===== src/rtl/dac_write_arbiter.sv =====
// Round-robin arbiter sharing one serial DAC between N_CHAN output channels.
// Optional WAIT timeout abort is enabled with the DAC_ARB_TIMEOUT_EN macro.
module dac_write_arbiter #(
    parameter int N_CHAN         = 8,
    parameter int W_DATA         = 16,
    parameter int TIMEOUT_CYCLES = 4096
) (
    input  logic                     clk_in,
    input  logic                     reset_in,
    input  logic [N_CHAN-1:0]        data_valid_in,
    input  logic [N_CHAN*W_DATA-1:0] data_in,
    input  logic                     dac_done_in,
    output logic [31:0]              dac_instr_out,
    output logic                     dac_instr_valid_out,
    output logic [3:0]               grant_out,
    output logic [N_CHAN-1:0]        pending_out,
    output logic                     overrun_out
`ifdef DAC_ARB_TIMEOUT_EN
    ,
    output logic                     timeout_out
`endif
);

    localparam int W_EXT = (W_DATA > 16) ? W_DATA : 16;

    typedef enum logic [1:0] {
        ST_IDLE  = 2'd0,
        ST_ISSUE = 2'd1,
        ST_WAIT  = 2'd2
    } state_t;

    state_t                  state_q;
    logic [31:0]             instr_q;
    logic                    instr_valid_q;
    logic [3:0]              grant_q;
    logic [N_CHAN-1:0]       pending_q;
    logic [N_CHAN-1:0]       pending_d;
    logic [W_DATA-1:0]       code_q [N_CHAN];
    logic [W_DATA-1:0]       code_d [N_CHAN];
    logic                    overrun_q;
    logic                    overrun_s;
    logic [4:0]              pick_s;
    logic                    sel_found_s;
    logic [3:0]              sel_idx_s;
    logic [W_DATA-1:0]       sel_code_s;
    logic                    grant_now_s;
    logic [N_CHAN-1:0]       grant_mask_s;

`ifdef DAC_ARB_TIMEOUT_EN
    localparam int CNT_W = $clog2(TIMEOUT_CYCLES + 1);
    logic [CNT_W-1:0]        wait_cnt_q;
    logic                    timeout_q;
`endif

    // Fit a channel code into the 16-bit data field (zero-extend or truncate).
    function automatic logic [15:0] to_code16(input logic [W_DATA-1:0] code);
        logic [W_EXT-1:0] ext;
        ext = W_EXT'(code);
        return ext[15:0];
    endfunction

    // First pending channel after 'last', wrapping; returns {found, index}.
    function automatic logic [4:0] rr_pick(input logic [N_CHAN-1:0] pend,
                                           input logic [3:0]        last);
        logic [4:0] res;
        int         idx;
        res = 5'd0;
        for (int i = N_CHAN; i >= 1; i--) begin
            idx = (int'(last) + i) % N_CHAN;
            if (pend[idx]) begin
                res = {1'b1, 4'(idx)};
            end
        end
        return res;
    endfunction

    // Arbitration decision and per-channel next-state for codes and pending flags.
    always_comb begin
        pick_s      = rr_pick(pending_q, grant_q);
        sel_found_s = pick_s[4];
        sel_idx_s   = pick_s[3:0];
        grant_now_s = (state_q == ST_IDLE) && sel_found_s;
        sel_code_s  = '0;
        for (int k = 0; k < N_CHAN; k++) begin
            sel_code_s = (sel_idx_s == 4'(k)) ? code_q[k] : sel_code_s;
            grant_mask_s[k] = grant_now_s && (sel_idx_s == 4'(k));
            // A same-edge valid re-arms the flag, so clear first and set second.
            pending_d[k] = data_valid_in[k] | (pending_q[k] & ~grant_mask_s[k]);
            code_d[k]    = data_valid_in[k] ? data_in[k*W_DATA +: W_DATA] : code_q[k];
        end
        overrun_s = |(data_valid_in & pending_q & ~grant_mask_s);
    end

    // Per-channel code store, pending flags and overrun pulse.
    always_ff @(posedge clk_in or posedge reset_in) begin
        if (reset_in) begin
            pending_q <= '0;
            overrun_q <= 1'b0;
            for (int k = 0; k < N_CHAN; k++) begin
                code_q[k] <= '0;
            end
        end else begin
            pending_q <= pending_d;
            overrun_q <= overrun_s;
            for (int k = 0; k < N_CHAN; k++) begin
                code_q[k] <= code_d[k];
            end
        end
    end

    // Issue FSM with registered instruction, strobe and grant index.
    always_ff @(posedge clk_in or posedge reset_in) begin
        if (reset_in) begin
            state_q       <= ST_IDLE;
            instr_q       <= 32'h0000_0000;
            instr_valid_q <= 1'b0;
            grant_q       <= 4'(N_CHAN - 1);
`ifdef DAC_ARB_TIMEOUT_EN
            wait_cnt_q    <= '0;
            timeout_q     <= 1'b0;
`endif
        end else begin
            case (state_q)
                ST_IDLE: begin
                    if (grant_now_s) begin
                        instr_q       <= {4'h0, 4'h3, sel_idx_s, to_code16(sel_code_s), 4'h0};
                        instr_valid_q <= 1'b1;
                        grant_q       <= sel_idx_s;
                        state_q       <= ST_ISSUE;
                    end else begin
                        instr_valid_q <= 1'b0;
                        state_q       <= ST_IDLE;
                    end
                end
                ST_ISSUE: begin
                    instr_valid_q <= 1'b0;
                    state_q       <= ST_WAIT;
`ifdef DAC_ARB_TIMEOUT_EN
                    wait_cnt_q    <= '0;
`endif
                end
                ST_WAIT: begin
                    instr_valid_q <= 1'b0;
                    if (dac_done_in) begin
                        state_q <= ST_IDLE;
`ifdef DAC_ARB_TIMEOUT_EN
                    end else if (wait_cnt_q == CNT_W'(TIMEOUT_CYCLES - 1)) begin
                        // Abandon the frame; the granted channel is not re-queued.
                        state_q   <= ST_IDLE;
                        timeout_q <= 1'b1;
                    end else begin
                        wait_cnt_q <= wait_cnt_q + CNT_W'(1);
                        state_q    <= ST_WAIT;
`else
                    end else begin
                        state_q <= ST_WAIT;
`endif
                    end
                end
                default: begin
                    instr_valid_q <= 1'b0;
                    state_q       <= ST_IDLE;
                end
            endcase
        end
    end

    assign dac_instr_out       = instr_q;
    assign dac_instr_valid_out = instr_valid_q;
    assign grant_out           = grant_q;
    assign pending_out         = pending_q;
    assign overrun_out         = overrun_q;
`ifdef DAC_ARB_TIMEOUT_EN
    assign timeout_out         = timeout_q;
`endif

endmodule


===== config.mk =====
export PLATFORM = sky130hd
export DESIGN_NAME = dac_write_arbiter
export DESIGN_NICKNAME = d
export VERILOG_FILES = /design/src/rtl/dac_write_arbiter.sv
export SDC_FILE = /design/constraint.sdc
export NUM_CORES = 1
export LEC_CHECK = 0
export CAP_MARGIN = 40
export CORE_MARGIN = 3
export CORE_UTILIZATION = 51
export DETAILED_ROUTE_END_ITERATION = 7
export GPL_TIMING_DRIVEN = 1
export MAX_ROUTING_LAYER = met4
export PLACE_DENSITY = 0.86
export RECOVER_POWER = 25
export SLEW_MARGIN = 20
export SYNTH_ARGS = -nofsm -noshare
export SYNTH_HDL_FRONTEND = slang
export SYNTH_SLANG_ARGS = --single-unit

===== constraint.sdc =====
create_clock -name clk_in -period 7.9 [get_ports clk_in]
set_clock_uncertainty 0.15 [all_clocks]
set_input_delay 1.58 -clock clk_in [delete_from_list [all_inputs] [get_ports clk_in]]
set_output_delay 1.58 -clock clk_in [all_outputs]
set_load 0.03 [all_outputs]

==> results of run 1 <==
-- layout make-up --
| type | count | area [um2] | share of cell area (%) |
|---|---|---|---|
| Inverter | 9 | 35.0 | 0.318 |
| Clock inverter | 15 | 199 | 1.80 |
| Sequential cell | 163 | 4080 | 37.0 |
| Tap cell | 216 | 270 | 2.45 |
| Multi-Input combinational cell | 488 | 4060 | 36.9 |
| Timing Repair Buffer | 190 | 1950 | 17.7 |
| Clock buffer | 17 | 425 | 3.86 |
-- worst paths after layout --
check | startpoint | cells after the start | slack (ps) | end
hold reg to reg | dac_instr_out[21] | 1 | 340 | dac_instr_out[21]
min in group asynchronous | reset_in | 2 | 1780 | code_q[61]
setup reg to reg | grant_out[0] | 12 | 2340 | dac_instr_out[9]
setup / recovery | reset_in | 5 | 1910 | grant_out[0]
hold / removal | dac_instr_out[21] | 1 | 340 | dac_instr_out[21]
max in group clk_in | grant_out[0] | 12 | 2340 | dac_instr_out[9]
-- cell usage after synthesis (8+ instances only) --
| library cell | instances |
|---|---|
| mux2_2 | 145 |
| buf_4 | 17 |
| dfrtp_1 | 160 |
| nand3_1 | 24 |
| a31oi_1 | 8 |
| nor2_1 | 26 |
| a21o_1 | 11 |
| buf_2 | 16 |
| inv_1 | 8 |
| nand2_1 | 47 |
| mux2i_1 | 35 |
| a21oi_1 | 17 |
| o221ai_1 | 13 |
| mux4_2 | 11 |
| clkbuf_1 | 29 |
| nand2b_1 | 8 |
| o21ai_0 | 27 |
-- power breakdown --
part           internal (mW)  total (mW)  leakage, nW  switching (mW)
clock network          0.505       0.869        0.287           0.364
registers               1.00        1.22         1.88           0.218
logic                   1.13        2.85         2.31            1.72
-- worst max-delay path, delay by kind of cell --
| kind | cells | cell delay (ps) |
|---|---|---|
| buffers and inverters | 5 | 4750 |
-- flip-flops by register name (all words and copies together) (netlist names) --
register,count
code_q,128
dac_instr_out,20
pending_out,8
grant_out,3
state_q,2
dac_instr_valid_out,1
overrun_out,1
-- stage by stage --
| stage | utilization, % | hold slack [ps] | power [mW] | area, um2 |
|---|---|---|---|---|
| 3_3_place_gp | 63.6 | 312 | 3.84 | 10200 |
| 4_1_cts | 68.5 | 335 | 4.85 | 11000 |
| 2_1_floorplan | - | 321 | 3.18 | 8530 |
| 5_1_grt | 68.7 | 366 | 5.17 | 11000 |
| 3_5_place_dp | 64.6 | 320 | 3.93 | 10400 |
| 6_report | 68.7 | 340 | 4.94 | 11000 |
-- cells by family (layout without fill, tap and decap cells) --
family,count (synthesis),in the layout
adder cells (fa/ha/maj),2,2
AND/OR/NAND/NOR,131,131
AO/OA/AOI/OAI,142,142
XOR/XNOR,4,4
other,1,12
multiplexers,197,197
buffers and inverters,77,231
flip-flops,163,163
-- per-layer routing --
layer  up-vias  track usage, %
met5         -               -
met2       418            44.7
met1      3422            37.5
li1       2938               -
met4         0            10.1
met3        78            6.93
==> metrics.md, run 1 <==
| Metric | Value |
|---|---|
| Status | finished, violations left |
| Failing checks | max-capacitance violations, max-slew violations |
| Final hold violation count | 0 |
| EDFF count, synth | 0 |
| Clock latency on the worst-skew pair | 430 ps |
| TritonCTS clock tree | done |
| Most frequent cells in the layout | clkdlybuf4s50_1, dfrtp_1, mux2_2 |
| Layout cells sized above 1 | 25.4% |
| Antenna Cells | 0 |
| Prevailing post-synth register cell | dfrtp_1 |
| Fin crit share | between 70% and 80% |
| Via Count | 6,856 |
| Core ar. | 16,100 um2 |
| Post-synthesis mux area share | 27.2% |
| Die ar. | 18,200 um2 |
| Final worst slack | ~1900 ps |
| First-pass GRT wire length | 38,800 um |
| Mean Syn Cell Area | 11.8 um2 |
| CP Max Fanout | 68 |
| Highest clock rate | 167 MHz |
| RSZ-0062 raised after global routing | no |
| Simple-gate share of the synthesized area | 7.11% |
| Synth Area in Adders | less than 1% |
| Htree depth | 4 |
| Synth Area in XOR/XNOR | 0.413% |
| Share of the yosys chip area belonging to registers | 48.1% |
| DR top layer | met4 |
| Largest net degree at the start of global routing | 69 |
| # rows | 46 |
| DRT iter0 DRCs | roughly 730 |
| Post-cts resize count | 0 |
| Min Tclk post-route | 5990 ps |
| Final nets | 1,010 |
| Worst min path class | reg -> reg |
| Chip Width | 135 um |
| Layout fillers | 1,109 |
| GRT Residual Overflow | 0 |
| Cell Area, Synth | roughly 8500 um2 |
| Critical-path cell list | dlygate4sd3_1 > clkinvlp_2 > clkbuf_1 > buf_4 > buf_16 |
| Global Route Usage Sum | between 20 and 30% |
| Number of port buffers | 172 |
| Worst-path clk slew | 70 ps |
| Synth cell types | between 60 and 70 |
| Final std cells w/o fill | 1,098 |
| Rel. slew slack | -132% |
| Root buffer cell | clkbuf_16 |
| CP peak stage delay | 2520 ps |
| Final Setup Violations | 0 |
| Commonest non-fill, non-tap cell in the layout | clkdlybuf4s50_1 |
| Placed insts | about 1,100 |
| Synth area leaders | dfrtp_1, mux2_2, mux2i_1 |
| Total routed wirelength | 25,400 um |
| Detailed Routing Iterations Pass 1 | 6 |
| Wire length on met3 | 2150 um |
| Post-DP HPWL | 17,600 um |
| Fraction of registers with async set or reset after synthesis | 100% |
| Vert. Die Dim | 135 um |
| Setup Slack @ Placement | 2480 ps |
| Worst Setup Start Kind | input port |
| Post-CTS setup buffer count | 0 |
| Register bit total from synthesis | about 160 |
| Compound-Gate Fraction of Synth Area | 12.2% |
| Gpl congestion | ~0.93 |
| Sink Count | 163 |
| Vias in the first global route | 6,870 |
| Antenna Nets Post-Route | 0 |
| Area leader, netlist | dfrtp_1 |
| Crit path kind | in -> async |
| Synth top area share | 47.2% |
| Avg Vias per Cell | approximately 6.2 |
| Setup TNS | 0 ps |
| Crit path DAT | roughly 6400 ps |
| Syn Inst Count | 717 |
| Max rail drop VDD | 0.337 mV |
| Worst-Margin Slew | roughly 3500 ps |
| Met2 wire len | between 10,000 and 15,000 um |
| Initial Util | 52.9% |
| Critical Path Slowest Stage Cell | clkbuf_1 |
| TritonCTS Buffers | 17 |
| Static leakage power | about 4.5 nW |
| WL/cell | between 20 and 25 um |
| Crit path capture type | asynchronous set/reset pin |
| Hold_buf cts | 0 |
| Main combinational cell family by area after synthesis | multiplexers |
| Area growth from synthesis to layout | 29.9% |
| Longest Clk Path Bufs | 2 |
| Max-capacitance violation count | 1 |
| Met1 wire length | ~10,000 um |
| IO Count | 185 |
| Initial antenna violation count | 0 |
| Ys Warns | 0 |
| DRC | 0 |
| Critical Path RT | 8290 ps |
| Power per Cell Area | 448 nW/um2 |
| Pins Over Slew Limit | 69 |
(Power assumes the default switching activity.)
==> run 2: changes to the inputs <==
CORE_UTILIZATION = 46   (was 51)
PLACE_DENSITY = 0.82   (was 0.86)
clock period = 4.95 ns   (was 7.9 ns; I/O delays follow)
==> run 2 against run 1 <==
The flow still finishes with violations (max-capacitance violations, max-slew violations). Largest power group unchanged. Critical path depth increased by 7. Register-to-register slack worse by 2100 ps. Worst hold slack better by 4.5 ps. Final area is 0.25% higher. Die area up 10%. Utilization decreased by 7.3 points.
==> metrics.md, run 2 (synthesized netlist as in run 1, its figures left out) <==
| Metric | Value |
|---|---|
| Most frequent cells in the layout | clkdlybuf4s50_1, dfrtp_1, mux2_2 |
| Power per Cell Area | 713 nW/um2 (+59%) |
| Final hold violation count | 0 (unchanged) |
| Static leakage power | 4.51 nW (+0.74%) |
| Pins Over Slew Limit | 156 (+130%) |
| Die ar. | 20,100 um2 (+10%) |
| Max rail drop VDD | 0.465 mV (+38%) |
| Crit path kind | reg -> reg |
| Via Count | 6,641 (-3.1%) |
| Core ar. | 18,000 um2 (+12%) |
| DRT iter0 DRCs | 550 (-25%) |
| Post-CTS setup buffer count | 0 (unchanged) |
| Hold Path Cell Cnt | 1 (unchanged) |
| Worst Setup Start Kind | register |
| Initial Util | 47.1% (-5.8 points) |
| Final Setup Violations | 0 (unchanged) |
| WL/cell | 21.9 um (-5.3%) |
| IO Count | 185 (unchanged) |
| Final nets | 1,021 (+1.1%) |
| Crit path capture type | register |
| Gpl congestion | 0.894 (-4.3%) |
| Htree depth | 4 (unchanged) |
| Critical Path Slowest Stage Cell | ha_1 |
| Worst min path class | reg -> reg |
| Max FFs per register | 128 (unchanged) |
| Largest net degree at the start of global routing | 89 (+29%) |
| Initial antenna violation count | 0 (unchanged) |
| Critical-path cell list | inv_1 > ha_1 > mux2_1 > mux4_2 > or3_1 > o22ai_2 > mux2i_4 > buf_4 > nor2_1 > nand2_1 > o21ai_0 > o31ai_1 |
| Critical Path RT | 5130 ps (-3160 ps) |
| Clock latency on the worst-skew pair | 430 ps (about the same) |
| RSZ-0062 raised after global routing | no |
| Chip Width | 142 um (+5.1%) |
| Rel. slew slack | -43.1% (+88 points) |
| Avg Vias per Cell | 5.92 (-5.2%) |
| Antenna Nets Post-Route | 0 (unchanged) |
| Total routed wirelength | 24,600 um (-3.2%) |
| Post-cts resize count | 0 (unchanged) |
| Sink Count | 163 (unchanged) |
| Final core occ | 61.3% (-7.3 points) |
| Antenna Cells | 0 (unchanged) |
| Largest reg by FF count | code_q |
| Global Route Usage Sum | 25.7% (-3.2 points) |
| Worst-path clk slew | 60 ps (about the same) |
| Commonest non-fill, non-tap cell in the layout | clkdlybuf4s50_1 |
| Placed insts | 1,090 (+2.5%) |
| Hold_buf cts | 0 (unchanged) |
| TritonCTS Buffers | 17 (unchanged) |
| Area growth from synthesis to layout | 30.2% |
| Layout cells sized above 1 | 25.4% (about the same) |
| DRC | 0 (unchanged) |
| Number of port buffers | 172 (unchanged) |
| First-pass GRT wire length | 38,400 um (-1.0%) |
| Status | finished, violations left |
| Highest clock rate | 213 MHz |
| CP Max Fanout | 17 (-75%) |
| Power Total | 7.88 mW (+60%) |
| Final std cells w/o fill | 1,122 (+2.2%) |
| Vias in the first global route | 6,848 (-0.32%) |
| Worst reg2reg path depth | 12 (unchanged) |
| # rows | 49 (+6.5%) |
| Root buffer cell | clkbuf_16 |
| Failing checks | max-capacitance violations, max-slew violations |
| Detailed Routing Iterations Pass 1 | 5 (-1) |
| Vert. Die Dim | 142 um (+5.1%) |
| Worst-Margin Slew | 2150 ps (-1330 ps) |
| Min Tclk post-route | 4710 ps |
| TritonCTS clock tree | done |
| Max-capacitance violation count | 3 (+2) |
| Post-DP HPWL | 18,100 um (+3.0%) |
| Setup TNS | 0 ps (unchanged) |
| Longest Clk Path Bufs | 2 (unchanged) |
| CP peak stage delay | 720 ps (-1800 ps) |
| GRT Residual Overflow | 0 (unchanged) |
| Crit path DAT | 4890 ps (-1490 ps) |
| Fin crit share | 95.1% |
[run 2: changes by cell type in the layout (fill, tap and decap cells not counted), sizes merged, moves of 4 or more]
cell / change
clkbuf: +14
buf: +8
clkdlybuf4s50: -4
clkinvlp: -4
dlygate4sd3: +4
inv: -4
[run 2: worst paths after layout]
path / startpoint / slack [ps] / end
worst min register to register: dac_instr_out[24] / 340 / dac_instr_out[24]
min in group asynchronous: reset_in / 890 / code_q[97]
max in group asynchronous: reset_in / 1320 / code_q[4]
worst max-delay path: grant_out[1] / 240 / dac_instr_out[14]
worst min-delay path: dac_instr_out[24] / 340 / dac_instr_out[24]
worst max register to register: grant_out[1] / 240 / dac_instr_out[14]
[run 2: where the power goes]
group | switching, mW | leakage (nW) | internal (mW)
clock network | 0.505 | 0.275 | 0.758
logic | 2.76 | 2.35 | 1.97
registers | 0.286 | 1.88 | 1.60
total | 3.55 | 4.51 | 4.33
[run 2: worst max-delay path: cells and delay by family (launching register included)]
family,cells,cell delay [ps]
AO/OA/AOI/OAI,3,630
AND/OR/NAND/NOR,3,810
adder cells (fa/ha/maj),1,720
flip-flops,1,530
buffers and inverters,2,360
multiplexers,3,1400
[run 2: area by class of cell]
| cell class | instances | area [um2] |
|---|---|---|
| fill | 1439 | 6970 |
| sequential | 163 | 4080 |
| multi-input combinational | 488 | 4060 |
| timing repair buffer | 201 | 2020 |
| clock buffer | 28 | 517 |
| tap | 229 | 287 |
| clock inverter | 4 | 47.5 |
| inverter | 9 | 35.0 |
[run 2: stage by stage]
| step | worst slack [ps] | instance area [um2] | hold slack, ps |
|---|---|---|---|
| CTS | 287 | 11100 | 350 |
| global route | 33.9 | 11100 | 366 |
| finish | 244 | 11100 | 345 |
| global placement | 386 | 10400 | 325 |
| detailed placement | 279 | 10500 | 332 |
| floorplan | 487 | 8530 | 321 |
[run 2: metal layers]
metal	wire, um	GRT usage [%]	part of all wire (%)	vias up
met2	12000	40.2	49	331
met5	0	-	0	-
li1	-	-	-	2960
met1	10000	33.3	41	3305
met4	604	8.74	2.5	0
met3	1930	5.59	7.9	45
